===== src/rtl/univ_shift_pkg.sv =====
`default_nettype none
// ============================================================================
//  Module      : univ_shift_pkg
//  Description : Shared types and helpers for the N-bit universal shift
//                register: operation codes, serializer states and the
//                shift-amount width function.
//  Revision    : 1.0 - initial release
// ============================================================================
package univ_shift_pkg;

    // Operation select, applied in IDLE on enabled edges
    typedef enum logic [2:0] {
        HOLD = 3'd0,
        SHR  = 3'd1,
        SHL  = 3'd2,
        LOAD = 3'd3,
        ROR  = 3'd4,
        ROL  = 3'd5,
        SAR  = 3'd6,
        SER  = 3'd7
    } op_e;

    // Serializer states
    typedef enum logic [0:0] {
        IDLE  = 1'b0,
        SHIFT = 1'b1
    } state_e;

    // Width of the shift-amount bus for an N-bit register (N >= 2)
    function automatic int amt_w(input int n);
        return $clog2(n);
    endfunction

endpackage : univ_shift_pkg
`default_nettype wire


===== src/rtl/barrel_shift.sv =====
`default_nettype none
// ============================================================================
//  Module      : barrel_shift
//  Description : Combinational N-bit barrel unit. Produces the shifted or
//                rotated value for SHR/SHL/ROR/ROL/SAR and the single bit
//                that leaves the register. Other ops pass the value through.
//                The amount is taken modulo N so non-power-of-two widths
//                stay well defined for out-of-range inputs.
//  Revision    : 1.0 - initial release
// ============================================================================
module barrel_shift
    import univ_shift_pkg::*;
#(
    parameter int N = 8
) (
    input  logic [N-1:0]          value,
    input  logic [amt_w(N)-1:0]   amt,
    input  logic [2:0]            op,
    input  logic                  sin,
    output logic [N-1:0]          result,
    output logic                  out_bit
);

    // Effective amount in the range 0..N-1
    int              w_amt_i;
    // Double-width work vector: fill bits sit beside the value so a single
    // logical shift yields the result for every mode
    logic [2*N-1:0]  w_wide;
    logic            w_is_right;
    logic            w_is_left;

    // Reduce the requested amount modulo the register width
    always_comb begin
        w_amt_i = int'(amt) % N;
    end

    // Classify the operation by the direction bits leave the register
    always_comb begin
        w_is_right = 1'b0;
        w_is_left  = 1'b0;
        case (op_e'(op))
            SHR, ROR, SAR: w_is_right = 1'b1;
            SHL, ROL:      w_is_left  = 1'b1;
            default:       ;
        endcase
    end

    // Build the result from a double-width shift with mode-specific fill
    always_comb begin
        w_wide = '0;
        result = value;
        case (op_e'(op))
            SHR: begin
                w_wide = {{N{sin}}, value} >> w_amt_i;
                result = w_wide[N-1:0];
            end
            SHL: begin
                w_wide = {value, {N{sin}}} << w_amt_i;
                result = w_wide[2*N-1:N];
            end
            ROR: begin
                w_wide = {value, value} >> w_amt_i;
                result = w_wide[N-1:0];
            end
            ROL: begin
                w_wide = {value, value} << w_amt_i;
                result = w_wide[2*N-1:N];
            end
            SAR: begin
                w_wide = {{N{value[N-1]}}, value} >> w_amt_i;
                result = w_wide[N-1:0];
            end
            default: result = value;
        endcase
    end

    // Select the last bit to leave: value[amt-1] going right, value[N-amt]
    // going left; nothing leaves when the amount is zero
    always_comb begin
        out_bit = 1'b0;
        for (int i = 0; i < N; i++) begin
            if (w_is_right && (w_amt_i == i + 1)) begin
                out_bit = value[i];
            end
            if (w_is_left && (w_amt_i != 0) && (w_amt_i == N - i)) begin
                out_bit = value[i];
            end
        end
    end

endmodule : barrel_shift
`default_nettype wire


===== src/rtl/univ_shift_reg_n.sv =====
`default_nettype none
// ============================================================================
//  Module      : univ_shift_reg_n
//  Description : Parametrised N-bit universal shift register with barrel
//                shifts, rotates, arithmetic shift, parallel load, clock
//                enable, shifted-out bit reporting and an MSB-first
//                serializer (busy / one-cycle done pulse).
//  Revision    : 1.0 - initial release
// ============================================================================
module univ_shift_reg_n
    import univ_shift_pkg::*;
#(
    parameter int N = 8
) (
    input  logic                  clk,
    input  logic                  rst,
    input  logic                  en,
    input  logic [2:0]            op,
    input  logic [amt_w(N)-1:0]   amt,
    input  logic [N-1:0]          din,
    input  logic                  sin,
    output logic [N-1:0]          dout,
    output logic                  sout,
    output logic                  busy,
    output logic                  done
);

    localparam int              c_aw   = amt_w(N);
    // Counter value on the edge that presents the final serial bit
    localparam logic [c_aw-1:0] c_last = c_aw'(N - 1);

    state_e            r_state;
    logic [N-1:0]      r_dout;
    logic              r_sout;
    logic              r_busy;
    logic              r_done;
    logic [c_aw-1:0]   r_cnt;

    logic [N-1:0]      w_result;
    logic              w_out_bit;
    logic              w_amt_zero;

    barrel_shift #(
        .N       (N)
    ) u_barrel (
        .value   (r_dout),
        .amt     (amt),
        .op      (op),
        .sin     (sin),
        .result  (w_result),
        .out_bit (w_out_bit)
    );

    // A zero effective amount leaves both the register and sout untouched
    assign w_amt_zero = ((int'(amt) % N) == 0);

    // Register, shifted-out bit and serializer FSM; done self-clears every
    // non-reset cycle so it can only ever be a single-cycle pulse
    always_ff @(posedge clk) begin
        if (rst) begin
            r_state <= IDLE;
            r_dout  <= '0;
            r_sout  <= 1'b0;
            r_busy  <= 1'b0;
            r_done  <= 1'b0;
            r_cnt   <= '0;
        end else begin
            r_done <= 1'b0;
            if (en) begin
                case (r_state)
                    IDLE: begin
                        case (op_e'(op))
                            HOLD: ;
                            LOAD: r_dout <= din;
                            SER: begin
                                r_dout  <= din;
                                r_cnt   <= '0;
                                r_busy  <= 1'b1;
                                r_state <= SHIFT;
                            end
                            SHR, SHL, ROR, ROL, SAR: begin
                                if (!w_amt_zero) begin
                                    r_dout <= w_result;
                                    r_sout <= w_out_bit;
                                end
                            end
                            default: ;
                        endcase
                    end
                    SHIFT: begin
                        // op and amt are ignored while serializing
                        r_dout <= {r_dout[N-2:0], sin};
                        if (r_cnt == c_last) begin
                            r_cnt   <= '0;
                            r_busy  <= 1'b0;
                            r_done  <= 1'b1;
                            r_state <= IDLE;
                        end else begin
                            r_cnt <= r_cnt + c_aw'(1);
                        end
                    end
                    default: r_state <= IDLE;
                endcase
            end
        end
    end

    assign dout = r_dout;
    assign sout = r_sout;
    assign busy = r_busy;
    assign done = r_done;

endmodule : univ_shift_reg_n
`default_nettype wire


===== config.mk =====
export PLATFORM = sky130hd
export DESIGN_NAME = univ_shift_reg_n
export DESIGN_NICKNAME = d
export VERILOG_FILES = /design/src/rtl/univ_shift_pkg.sv /design/src/rtl/barrel_shift.sv /design/src/rtl/univ_shift_reg_n.sv
export SDC_FILE = /design/constraint.sdc
export NUM_CORES = 1
export LEC_CHECK = 0
export CORE_MARGIN = 2
export CORE_UTILIZATION = 40
export DETAILED_ROUTE_END_ITERATION = 16
export PLACE_DENSITY = 0.71
export REMOVE_ABC_BUFFERS = 1
export SKIP_LAST_GASP = 1
export SYNTH_ARGS = -nofsm -noshare
export SYNTH_HDL_FRONTEND = slang
export SYNTH_SLANG_ARGS = --single-unit

===== constraint.sdc =====
create_clock -name clk -period 2.9 [get_ports clk]
set_input_delay 0.29 -clock clk [delete_from_list [all_inputs] [get_ports clk]]
set_output_delay 0.29 -clock clk [all_outputs]
set_load 0.05 [all_outputs]

## Word level (Yosys, flattened, before mapping)

Index checks and enable logic that the tools add are counted.
W data, S select, Z words.

| cells by class | value |
|---|---|
| bitwise operators | 3 |
| add/sub/neg operators | 1 |
| div/mod/pow operators | 0 |
| order comparisons | 0 |
| equality and inequality tests | 20 |
| $mul | 0 |
| reductions and logical operators | 26 |
| muxes and demuxes | 30 |
| shifts and indexed selects | 5 |

Operator list:

| kind | count |
|---|---|
| $shr A16 B3 Y8 | 3 |
| $pmux W8 S5 | 1 |
| $logic_not A32 Y1 | 1 |
| $pmux W8 S2 | 2 |
| $reduce_bool A32 Y1 | 1 |
| $shl A16 B3 Y16 | 2 |
| $eq A3 B3 Y1 const B | 9 |
| $mux W1 | 21 |
| $logic_and A1 B1 Y1 | 15 |
| $eq A3 B2 Y1 const B | 4 |
| $mux W8 | 1 |
| $reduce_and A4 Y1 | 2 |
| $ne A7 B2 Y1 const B | 1 |
| $eq A3 B1 Y1 const B | 2 |
| $mux W3 | 2 |
| $pmux W3 S2 | 1 |
| $reduce_or A3 Y1 | 2 |
| $reduce_or A5 Y1 | 1 |
| $ne A2 B1 Y1 const B | 2 |
| $pmux W1 S2 | 2 |
| $reduce_or A2 Y1 | 2 |
| $add A3 B1 Y3 const B | 1 |
| $ne A3 B2 Y1 const B | 1 |
| $ne A3 B3 Y1 const B | 1 |
| 3 further kinds | 5 |

| storage, ports and cells | value |
|---|---|
| bits in registers | 15 |
| bits in latches | 0 |
| word-level logic and storage cells | 91 |
| memories kept | 0 |
| memory bits (writable) | 0 |
| memory bits (read-only) | 0 |

## Logic depth before layout (Yosys ltp)

| depth | value |
|---|---|
| word-level depth | 18 |
| depth in mapped cells | 9 |

## Modules after synthesis

Synthesis repeated with hierarchy kept, for this count alone.

| unflattened totals | value |
|---|---|
| cells, all modules | 311 |
| area total of the unflattened synthesis | 2200.9 µm² |

By module, submodules not included:

| module | seq. area each (µm²) | instances | area each (µm²) | cells an instance |
|---|---|---|---|---|
| barrel_shift | 0.0 | 1 | 1360.1 | 209 |
| univ_shift_reg_n | 300.3 | 1 | 840.8 | 102 |

## Worst setup path after synthesis

Ideal clock, no wire load.

| path | value |
|---|---|
| path kind | reg-to-reg |
| start point | register r_dout[4], in the netlist dout[4] |
| end point | register r_dout[1], in the netlist dout[1] |
| path slack | 0.846 ns |
| period minus slack after synthesis | 2.054 ns |
| cell stages (with the launch flop) | 8 |
| arrival time | 1.963 ns |
| cells stage by stage | dfxtp_1 -> clkbuf_1 -> mux2_2 -> mux2i_1 -> or2_2 -> a211oi_1 -> a2111oi_0 -> a311oi_1 |

| on the way | value |
|---|---|
| longest elaborated chain between the ends | 5 |
| elaborated cells between the ends (all ways) | 9 |
| those cells by class | 5 x shift; 4 x mux |

Ends and longest elaborated chain:

| element | RTL line | RTL |
|---|---|---|
| from (decl) | univ_shift_reg_n.sv:33 | `logic [N-1:0] r_dout;` |
| from (signal assigned) | univ_shift_reg_n.sv:74 | `LOAD: r_dout <= din;` |
| from (signal assigned) | univ_shift_reg_n.sv:76 | `r_dout <= din;` |
| from (signal assigned) | univ_shift_reg_n.sv:83 | `r_dout <= w_result;` |
| $shr A16 B3 Y8, or another cell as far along | barrel_shift.sv:70 | `w_wide = {{N{value[N-1]}}, value} >> w_amt_i;` |
| $pmux W8 S5 * | barrel_shift.sv:52 | `case (op_e'(op))` |
| $mux W8 * | univ_shift_reg_n.sv:82 | `if (!w_amt_zero) begin` |
| $pmux W8 S2 * | univ_shift_reg_n.sv:72 | `case (op_e'(op))` |
| $pmux W8 S2 * | univ_shift_reg_n.sv:70 | `case (r_state)` |

Mark *: on every way between the ends. The rest lies on a longest branch, timed or not. The select of a mux whose other input is x is not followed.
A chain may end at the register's enable or synchronous reset.

## Worst setup path in the final report

| path | value |
|---|---|
| start point | input op[1] |
| end point | register r_dout[3], in the netlist dout[3] |

| on the way | value |
|---|---|
| longest elaborated chain between the ends | 5 |
| elaborated cells between the ends (all ways) | 17 |
| those cells by class | 10 x eq/ne; 4 x mux; 3 x reduce/logical |

Ends and longest elaborated chain:

| element | RTL line | RTL |
|---|---|---|
| from (decl) | univ_shift_reg_n.sv:18 | `input logic [2:0] op,` |
| $eq A3 B3 Y1, or another cell as far along | barrel_shift.sv:52, univ_shift_reg_n.sv:72 |  |
| $pmux W8 S5 | barrel_shift.sv:52 |  |
| $mux W8 | univ_shift_reg_n.sv:82 |  |
| $pmux W8 S2 | univ_shift_reg_n.sv:72 |  |
| $pmux W8 S2 | univ_shift_reg_n.sv:70 |  |

Several ways; a longest one is shown, not always the timed one. The select of a mux whose other input is x is not followed.

==> out/metrics.csv <==
metric,value,unit
hold buffer count at cts,0,
Num CTS Buffers,3,
met2 global-route usage,37.0,%
most instantiated library cell after synthesis,nand2_1,
async set-reset flop share out of synthesis,0,%
ratio of cells with drive above 1 in the final layout,12.7,%
initial core utilization,42.0,%
port buffer count,28,
antenna-violating nets left,0,
fmax,387,MHz
max_slew headroom,53.9,%
RSZ-0062 raised after global routing,no,
Post-CTS Repair Setup Buffers,0,
initial drt markers,443,
Yosys reg bits,15,
period utilization,89.1,%
Final Skew,0.00453,ns
Mapped Cells,303,
drt drc,0,
post-synth top area share,13.8,%
vias per inst,6.68,
final setup TNS,0,ns
mean routed wirelength per cell,19.0,um
"EDFF count, synth",0,
I/O pin total,29,
Max Buffers Root-to-Sink,2,
synth cell count leaders,"nand2_1 (28), nor2_1 (24), a21oi_1 (19), o21ai_0 (17)",
# setup viols final,0,
vias in the first global route,2341,
"Top FF cell, synth",dfxtp_1,
final core utilization,50.2,%
worst skew pair latency,0.25,ns
total power,0.000858,W
M3 GR Usage,4.65,%
die area,6040,um^2
DRT Pass-1 Iters,6,
Worst VDD drop,0.154,mV
Syn-to-layout area delta,19.5,%
gpl congestion,1.02,
Filler cells,487,
grt ovf,0,
clk slew on worst S/H paths,0.06,ns
largest cells by area after synthesis,"dfxtp_1 (14%), mux2i_1 (5.5%), nand2_1 (4.8%)",
post-synthesis sequential area ratio,13.8,%
via count,2633,
# resized after CTS,0,
# nets final,345,
row count,26,
outcome,"complete, no violations",
CTS tree,done,
H-tree depth,1,
endpoints failing hold,0,
Placed Instances,390,
crit path kind,in -> reg,
crit-path max FO,15,
largest net degree at the start of global routing,29,
Yosys top cell by area,dfxtp_1,
met1 Usage GRT,34.6,%
final WL,7490,um
grt peak-use layer,met2,
Hold WC Path Type,reg -> reg,
Total Routing Usage GR,24.4,%
Worst-Margin Slew,0.692,ns
crit end category,flip-flop,
Final Critical Period,2.58,ns
max-slew violation count,0,
Critical Path RT,3.01,ns
Die X,77.7,um
Pleak,0.943,nW
P per Cell Area,330,nW/um^2
"Warnings, synthesis",0,
Core ar.,5170,um^2
area of the mapped netlist,2170,um^2
CP startpoint kind,primary input,
Max Cap Violations,0,
first-pass GRT wire length,12000,um
WP data arrival,2.70,ns
n_diodes,0,
syn avg cell area,7.18,um^2
Non-Filler Instances,394,
DIE HEIGHT,77.7,um
initial antenna violation count,0,
Root Driver,clkbuf_8,
unique cell type count in the Yosys netlist,66,
clock sink count,15,
post-DP HPWL,5380,um
-- final timing paths --
kind	from	end	slack (ns)	cells after the start
max	op[1]	dout[3]	0.32	6
min	r_cnt[1]	r_cnt[1]	0.47	2
max reg2reg	dout[4]	dout[1]	0.78	6
min reg2reg	r_cnt[1]	r_cnt[1]	0.47	2
-- logic make-up (layout without fill, tap and decap cells) --
family / after synthesis / in the layout / share of synthesized area [%]
compound gates: 118 / 118 / 40.0
simple gates: 98 / 98 / 22.2
buf+inv: 48 / 69 / 10.1
mux: 20 / 20 / 11.9
flops: 15 / 15 / 13.8
fa+ha+maj: 2 / 2 / 1.15
xor+xnor: 2 / 2 / 0.806
-- cell type report --
| cell class | count | area, um^2 | area share, % |
|---|---|---|---|
| clock buffers | 4 | 45.0 | 1.73 |
| inverters | 16 | 60.1 | 2.31 |
| multi-input cells | 240 | 1660 | 63.7 |
| flip-flops and latches | 15 | 300 | 11.6 |
| well taps | 70 | 87.6 | 3.37 |
| repair buffers | 49 | 450 | 17.3 |
-- per-layer routing --
layer / wire length (um) / share of wire [%]
met5: 0 / 0
met1: 3160 / 42
met2: 3330 / 44
met4: 246 / 3.3
met3: 756 / 10
-- sequential cells by signal, summed over array words and instances, names as in the netlist --
| register | flops |
|---|---|
| dout | 8 |
| done | 1 |
| busy | 1 |
| r_cnt | 3 |
| r_state | 1 |
| sout | 1 |
-- power by group --
group          internal (W)  switching (W)  total [W]
clock network     0.0000976      0.0000794   0.000177
logic              0.000170       0.000251   0.000421
registers          0.000220      0.0000402   0.000260
-- stage by stage --
stage               hold slack [ns]  setup WS (ns)  cell area (um^2)
global route                  0.510          0.130              2600
finish                        0.473          0.316              2600
floorplan                     0.359          0.868              2020
CTS                           0.476          0.440              2600
global placement              0.459          0.133              2550
detailed placement            0.467          0.145              2550
-- layout by cell type (no fill, tap or decap), types with 3 or more instances in the layout --
cell,count
a221oi_1,6
clkdlybuf4s50_1,28
mux2i_1,12
mux4_2,4
clkbuf_8,3
nor3_1,7
dfxtp_1,15
a311oi_1,6
o211ai_1,14
nand3_1,10
nand4_1,3
o32ai_1,3
a31oi_1,3
a21oi_1,19
mux2_2,3
nand2b_1,5
nand2_1,28
o2111ai_1,3
o311ai_0,5
inv_1,15
o21ai_0,17
buf_4,20
nor2b_1,6
a211oi_1,7
nor2_1,24
and3_1,4
a21boi_0,3
-- critical path, cell delays in order --
cell             delay, ns
clkdlybuf4s50_1       0.68
and3b_1               0.26
a21oi_2               0.53
o211ai_1              0.23
a2111oi_0             0.60
a211oi_1              0.09
Power figures use the tool's default switching activity.
